--- config.mk ---
export PLATFORM = sky130hd
export DESIGN_NAME = servo_pwm_capture
export DESIGN_NICKNAME = d
export VERILOG_FILES = /design/src/rtl/servo_pkg.sv /design/src/rtl/servo_deg_div.sv /design/src/rtl/servo_pwm_capture.sv
export SDC_FILE = /design/constraint.sdc
export NUM_CORES = 1
export LEC_CHECK = 0
export CORE_MARGIN = 3
export CORE_UTILIZATION = 58
export CTS_CLUSTER_DIAMETER = 80
export DETAILED_ROUTE_END_ITERATION = 8
export PLACE_DENSITY = 0.78
export SETUP_SLACK_MARGIN = 0.2
export SLEW_MARGIN = 20
export SYNTH_ARGS = -nofsm -noshare
export SYNTH_HDL_FRONTEND = slang
export SYNTH_SLANG_ARGS = --single-unit
--- constraint.sdc ---
create_clock -name clk -period 7.1 [get_ports clk]
set_input_delay 0.71 -clock clk [delete_from_list [all_inputs] [get_ports clk]]
set_output_delay 0.71 -clock clk [all_outputs]
set_load 0.03 [all_outputs]
--- src/rtl/servo_pkg.sv ---
// Shared servo constants and state type for the PWM generator, capture and UI blocks.
package servo_pkg;

  localparam int unsigned PERIOD_NUM  = 999999;
  localparam int unsigned MIN_NUM     = 24999;
  localparam int unsigned MAX_NUM     = 124999;
  localparam int unsigned ONE_DEG_NUM = 555;
  localparam int unsigned MAX_DEG     = 180;

  typedef enum logic [1:0] {StIdle, StHigh, StLow} cap_state_e;

  function automatic logic [31:0] sat_inc(input logic [31:0] v);
    return (v == '1) ? v : v + 32'd1;
  endfunction

endpackage

--- src/rtl/servo_deg_div.sv ---
// Repeated-subtraction divider: one subtraction per cycle, quotient saturates at MAX_DEG.
module servo_deg_div
  import servo_pkg::*;
#(
  parameter int unsigned ONE_DEG_NUM = servo_pkg::ONE_DEG_NUM
) (
  input  logic        clk,
  input  logic        rst,
  input  logic        start,
  input  logic [32:0] dividend,
  output logic        busy,
  output logic        done,
  output logic [7:0]  quotient
);

  localparam logic signed [32:0] Step    = 33'(ONE_DEG_NUM);
  localparam logic [7:0]         MaxIter = 8'(MAX_DEG + 1);
  localparam logic [7:0]         MaxQ    = 8'(MAX_DEG);

  logic signed [32:0] rem_q, rem_d;
  logic [7:0]         iter_q, iter_d;
  logic               busy_q, busy_d;
  logic               step_en;

  // A negative remainder never passes the compare, so d < 0 yields zero.
  assign step_en = busy_q && (rem_q >= Step) && (iter_q < MaxIter);

  always_comb begin
    rem_d  = rem_q;
    iter_d = iter_q;
    busy_d = busy_q;
    if (start) begin
      rem_d  = $signed(dividend);
      iter_d = '0;
      busy_d = 1'b1;
    end else if (step_en) begin
      rem_d  = rem_q - Step;
      iter_d = iter_q + 8'd1;
    end else if (busy_q) begin
      busy_d = 1'b0;
    end
  end

  always_ff @(posedge clk) begin
    if (rst) begin
      rem_q  <= '0;
      iter_q <= '0;
      busy_q <= 1'b0;
    end else begin
      rem_q  <= rem_d;
      iter_q <= iter_d;
      busy_q <= busy_d;
    end
  end

  assign busy     = busy_q;
  assign done     = busy_q & ~step_en;
  assign quotient = (iter_q > MaxQ) ? MaxQ : iter_q;

endmodule

--- src/rtl/servo_pwm_capture.sv ---
// Servo PWM capture: measures high time and period, converts high time to 0..180 degrees.
// Optional CAPTURE_AVG_EN converts the mean of the last four latched high counts.
module servo_pwm_capture
  import servo_pkg::*;
#(
  parameter int unsigned PERIOD_NUM  = servo_pkg::PERIOD_NUM,
  parameter int unsigned MIN_NUM     = servo_pkg::MIN_NUM,
  parameter int unsigned MAX_NUM     = servo_pkg::MAX_NUM,
  parameter int unsigned ONE_DEG_NUM = servo_pkg::ONE_DEG_NUM,
  parameter int unsigned PERIOD_TOL  = 20000,
  parameter int unsigned TIMEOUT_NUM = 2000000
) (
  input  logic        clk,
  input  logic        rst,
  input  logic        pwm_in,
  output logic [31:0] high_num,
  output logic [31:0] period_num,
  output logic [7:0]  deg,
  output logic        valid,
  output logic        range_err,
  output logic        period_err,
  output logic        lost
);

  localparam logic [31:0] HighLo    = 32'(MIN_NUM);
  localparam logic [31:0] HighHi    = 32'(MAX_NUM + ONE_DEG_NUM);
  localparam logic [31:0] PerLo     = 32'(PERIOD_NUM + 1 - PERIOD_TOL);
  localparam logic [31:0] PerHi     = 32'(PERIOD_NUM + 1 + PERIOD_TOL);
  localparam logic [31:0] Timeout   = 32'(TIMEOUT_NUM);
  localparam logic [32:0] DivOffset = 33'(ONE_DEG_NUM / 2) - 33'(MIN_NUM);

  logic        sync1_q, s_q, s_prev_q, rise, fall;
  cap_state_e  state_q, state_d;
  logic [31:0] hcnt_q, hcnt_d, pcnt_q, pcnt_d;
  logic [31:0] cap_high_q, cap_high_d, cap_period_q, cap_period_d;
  logic        cap_rerr_q, cap_rerr_d, cap_perr_q, cap_perr_d, drop_q, drop_d;
  logic [31:0] high_num_q, high_num_d, period_num_q, period_num_d;
  logic [7:0]  deg_q, deg_d;
  logic        valid_q, valid_d, range_err_q, range_err_d;
  logic        period_err_q, period_err_d, lost_q, lost_d;
  logic        latch, timeout, conv_ok, div_start, div_busy, div_done;
  logic [7:0]  div_quot;
  logic [31:0] conv_high;
  logic [32:0] div_dividend;

  assign rise = s_q & ~s_prev_q;
  assign fall = ~s_q & s_prev_q;

`ifdef CAPTURE_AVG_EN
  logic [31:0] hist_q [3];
  logic [31:0] hist_d [3];
  logic [1:0]  nsamp_q, nsamp_d;
  logic [33:0] avg_sum;

  assign avg_sum   = 34'(hist_q[0]) + 34'(hist_q[1]) + 34'(hist_q[2]) + 34'(hcnt_q);
  assign conv_high = 32'(avg_sum >> 2);
  assign conv_ok   = (nsamp_q == 2'd3);

  always_comb begin
    hist_d  = hist_q;
    nsamp_d = nsamp_q;
    if (timeout) begin
      nsamp_d = '0;
    end else if (latch) begin
      hist_d[2] = hist_q[1];
      hist_d[1] = hist_q[0];
      hist_d[0] = hcnt_q;
      if (nsamp_q != 2'd3) nsamp_d = nsamp_q + 2'd1;
    end
  end

  always_ff @(posedge clk) begin
    if (rst) begin
      hist_q  <= '{default: '0};
      nsamp_q <= '0;
    end else begin
      hist_q  <= hist_d;
      nsamp_q <= nsamp_d;
    end
  end
`else
  assign conv_high = hcnt_q;
  assign conv_ok   = 1'b1;
`endif

  assign div_dividend = {1'b0, conv_high} + DivOffset;
  assign div_start    = latch & conv_ok & ~div_busy;

  always_comb begin
    state_d      = state_q;
    hcnt_d       = hcnt_q;
    pcnt_d       = pcnt_q;
    cap_high_d   = cap_high_q;
    cap_period_d = cap_period_q;
    cap_rerr_d   = cap_rerr_q;
    cap_perr_d   = cap_perr_q;
    drop_d       = drop_q;
    high_num_d   = high_num_q;
    period_num_d = period_num_q;
    deg_d        = deg_q;
    range_err_d  = range_err_q;
    period_err_d = period_err_q;
    lost_d       = lost_q;
    valid_d      = 1'b0;
    latch        = 1'b0;
    timeout      = 1'b0;

    unique case (state_q)
      StIdle: begin
        if (rise) begin
          hcnt_d  = 32'd1;
          pcnt_d  = 32'd1;
          state_d = StHigh;
        end
      end
      StHigh: begin
        if (pcnt_q >= Timeout) begin
          timeout = 1'b1;
        end else begin
          pcnt_d = sat_inc(pcnt_q);
          if (fall) state_d = StLow;
          else      hcnt_d  = sat_inc(hcnt_q);
        end
      end
      StLow: begin
        if (pcnt_q >= Timeout) begin
          timeout = 1'b1;
        end else if (rise) begin
          latch   = 1'b1;
          hcnt_d  = 32'd1;
          pcnt_d  = 32'd1;
          state_d = StHigh;
        end else begin
          pcnt_d = sat_inc(pcnt_q);
        end
      end
      default: state_d = StIdle;
    endcase

    // A sample arriving while the divider is busy is lost; flag it on the next result.
    if (latch && conv_ok) begin
      if (div_busy) begin
        drop_d = 1'b1;
      end else begin
        cap_high_d   = hcnt_q;
        cap_period_d = pcnt_q;
        cap_rerr_d   = (hcnt_q < HighLo) || (hcnt_q > HighHi);
        cap_perr_d   = (pcnt_q < PerLo) || (pcnt_q > PerHi) || drop_q;
        drop_d       = 1'b0;
      end
    end

    if (div_done) begin
      high_num_d   = cap_high_q;
      period_num_d = cap_period_q;
      deg_d        = div_quot;
      range_err_d  = cap_rerr_q;
      period_err_d = cap_perr_q;
      valid_d      = 1'b1;
      lost_d       = 1'b0;
    end

    if (timeout) begin
      state_d = StIdle;
      lost_d  = 1'b1;
    end
  end

  always_ff @(posedge clk) begin
    if (rst) begin
      sync1_q      <= 1'b0;
      s_q          <= 1'b0;
      s_prev_q     <= 1'b0;
      state_q      <= StIdle;
      hcnt_q       <= '0;
      pcnt_q       <= '0;
      cap_high_q   <= '0;
      cap_period_q <= '0;
      cap_rerr_q   <= 1'b0;
      cap_perr_q   <= 1'b0;
      drop_q       <= 1'b0;
      high_num_q   <= '0;
      period_num_q <= '0;
      deg_q        <= '0;
      valid_q      <= 1'b0;
      range_err_q  <= 1'b0;
      period_err_q <= 1'b0;
      lost_q       <= 1'b1;
    end else begin
      sync1_q      <= pwm_in;
      s_q          <= sync1_q;
      s_prev_q     <= s_q;
      state_q      <= state_d;
      hcnt_q       <= hcnt_d;
      pcnt_q       <= pcnt_d;
      cap_high_q   <= cap_high_d;
      cap_period_q <= cap_period_d;
      cap_rerr_q   <= cap_rerr_d;
      cap_perr_q   <= cap_perr_d;
      drop_q       <= drop_d;
      high_num_q   <= high_num_d;
      period_num_q <= period_num_d;
      deg_q        <= deg_d;
      valid_q      <= valid_d;
      range_err_q  <= range_err_d;
      period_err_q <= period_err_d;
      lost_q       <= lost_d;
    end
  end

  servo_deg_div #(
    .ONE_DEG_NUM(ONE_DEG_NUM)
  ) u_div (
    .clk     (clk),
    .rst     (rst),
    .start   (div_start),
    .dividend(div_dividend),
    .busy    (div_busy),
    .done    (div_done),
    .quotient(div_quot)
  );

  assign high_num   = high_num_q;
  assign period_num = period_num_q;
  assign deg        = deg_q;
  assign valid      = valid_q;
  assign range_err  = range_err_q;
  assign period_err = period_err_q;
  assign lost       = lost_q;

endmodule
==> summary.txt <==
outcome = complete, no violations
PwrDens = 233 nW/um2
Netlist Area Pre-Place = 11,300 um2
Post-CTS Hold Buffers = 0
CP startpoint = pcnt_q[10]$_SDFFE_PP0P_
final setup vio count = 0
PortBufs = 78
yosys warns = 0
vias per cell = 5.71
Placed Cells = 1,658
initial cell density of the core = 59.7%
critical path arrival = 3.91 ns
Core Rows = 50
grt ovf = 0
Post-CTS Resized = 0
vias in the first global route = 9,092
area of the core = 18,900 um2
Critical Path Fanout Max = 93
startpoint class of the critical path = register
Root Buffer = clkbuf_16
Post-Syn Nets = 1,424
P&R area growth vs syn = 15.1%
hpwl dp = 18,000 um
fin nets = 1,444
share of the synthesized area in the top cell type = 45.1%
Synth area leaders = dfxtp_1, nand2_1, a21oi_1
Rel. slew slack = 34.1%
largest net degree at the start of global routing = 94
Yosys top cell by area = dfxtp_1
Vias = 9,752
kind of critical path = register to register
postcts setup bufs = 0
Async SR Flop Fraction = 0%
RePlAce Congestion = 0.905
total CTS buffers = 27
H-tree depth = 1
clk sinks = 254
Highest Clock Rate = 289 MHz
I/O pin cnt = 79
Non-Filler Instances = 1,707
Skew-Pair Late Insertion Delay = 0.53 ns
Cell variety after synth = 72
overall routing resource usage = 24.2%
top_reg_cell synth = dfxtp_1
Pleak = 4.47 nW
Setup crit end = u_div.rem_q[18]$_SDFFE_PP0P_
Seq/Total Area, Yosys = 45.1%
worst vdd ir = 0.000178 V
initial antenna violation count = 0
crit path capture type = register
drc violations = 0
Die Height = 145 um
setup TNS = 0 ns
Fin. Hold Viols = 0
die area = 21,200 um2
Die W = 145 um
Critical R2R Capture = u_div.rem_q[18]$_SDFFE_PP0P_
antenna cells = 0
Synth Area per Inst = 8.02 um2
DRT iter0 DRCs = 537
DRT antenna net count = 0
Bufs on Longest Clock Path = 3
Worst-Margin Slew = 0.988 ns
worst r2r src = pcnt_q[10]$_SDFFE_PP0P_
#FFs+latches synth = 254
Hold WC Path Type = register to register
DRT Pass-1 Iters = 5
global-route wire length before repair = 44,200 um
WP data required = 7.54 ns
Final min period = 3.46 ns
Mapped Cells = 1,407
Final Slew Violations = 0
FF-to-FF path depth = 7
maxcap violations = 0
CTS tree = yes
WL/cell = 15.8 um
ratio of cells with drive above 1 in the final layout = 5.74%
clock-pin slew on the worst setup and hold paths = 0.06 ns
EDFF count, synth = 0
Setup Skew = 0.00786 ns
final wirelength = 26,900 um
flop2flop setup slack = 3.64 ns
final worst path period share = 48.8%
RSZ-0062 raised after global routing = false
==> worst max-delay path, cell delays in order, from the launching register on <==
cell	delay, ns
dfxtp_1	0.47
o31ai_1	0.14
a211oi_1	0.51
or3_1	0.29
or3_2	0.14
buf_4	0.69
nand2b_1	0.70
o22ai_1	0.33
==> routing by layer <==
layer / share of wire [%] / routed length (um) / vias up / global-route usage, %
met4: 3.6 / 965 / 0 / 8.78
met5: 0 / 0 / - / 0
li1: - / - / 4841 / -
met3: 4.1 / 1100 / 59 / 3.05
met1: 44 / 11900 / 4613 / 31.5
met2: 48 / 13000 / 239 / 41.6
==> placed cells by master (no fill, tap or decap), drive strengths merged, types with 8 or more instances in the layout <==
master           n
nand2          305
dfxtp          254
a21oi          160
nor2           118
clkdlybuf4s50   77
xor2            46
xnor2           45
nor3            41
nand3           40
clkbuf          38
and2            30
a211oi          26
o21ai           25
nand4           24
or3             24
nor4            20
inv             17
ha              14
and3            13
nand2b          11
buf             11
a21o            10
o22ai           10
a31oi            8
==> cell families (layout without fill, tap and decap cells) <==
family / count (synthesis) / in the layout / synth area share, %
AND/OR/NAND/NOR: 664 / 664 / 27.4
AO/OA/AOI/OAI: 270 / 270 / 14.4
flip-flops: 254 / 254 / 45.1
buffers and inverters: 112 / 152 / 4.32
XOR/XNOR: 91 / 91 / 7.06
adder cells (fa/ha/maj): 14 / 14 / 1.55
multiplexers: 2 / 2 / 0.188
==> per-stage QoR <==
stage	util, %	instance area (um2)	power [mW]	worst slack [ns]	hold WS [ns]
CTS	68.7	13000	3.04	3.73	0.449
detailed placement	63.7	12000	1.58	3.75	0.432
finish	68.7	13000	3.02	3.64	0.446
floorplan	-	11300	1.56	4.57	0.414
global placement	63.7	12000	1.58	3.87	0.428
global route	68.7	13000	3.11	3.34	0.448
==> final cells by class <==
class                   instances  area (um2)
inverters                      15        56.3
fillers                      1586        5910
flip-flops and latches        254        5080
clock buffers                  38         807
multi-input cells            1041        5720
well taps                     260         325
clock inverters                11         138
repair buffers                 88         853
==> flip-flops by register name (all words and copies together) (netlist names), 32 cells and up <==
register	cells
cap_period_q	32
period_num	32
high_num	32
cap_high_q	32
pcnt_q	32
conv_high	32
u_div.rem_q	33
==> synth_stat cells, types with 22 or more instances <==
cell	count
nand2_1	304
dfxtp_1	254
a21oi_1	160
nor2_1	118
clkbuf_1	70
xor2_1	46
xnor2_1	45
nand3_1	40
nor3_1	40
and2_1	27
a211oi_1	24
nand4_1	24
o21ai_0	24
or3_1	22
==> where the power goes <==
group	switching, mW	internal, mW
clock network	0.567	0.899
logic	0.0822	0.0302
registers	0.0101	1.43
==> worst min-delay path by stage <==
stage | startpoint | endpoint | slack, ns | cells past startpoint
5_1_grt | sync1_q$_SDFF_PP0_ | s_q$_SDFF_PP0_ | 0.45 | 1
2_1_floorplan | sync1_q$_SDFF_PP0_ | s_q$_SDFF_PP0_ | 0.41 | 1
4_1_cts | sync1_q$_SDFF_PP0_ | s_q$_SDFF_PP0_ | 0.45 | 1
6_report | sync1_q$_SDFF_PP0_ | s_q$_SDFF_PP0_ | 0.45 | 1
3_5_place_dp | sync1_q$_SDFF_PP0_ | s_q$_SDFF_PP0_ | 0.43 | 1
3_3_place_gp | sync1_q$_SDFF_PP0_ | s_q$_SDFF_PP0_ | 0.43 | 1
Note: power is estimated with default switching activity, not from simulation.
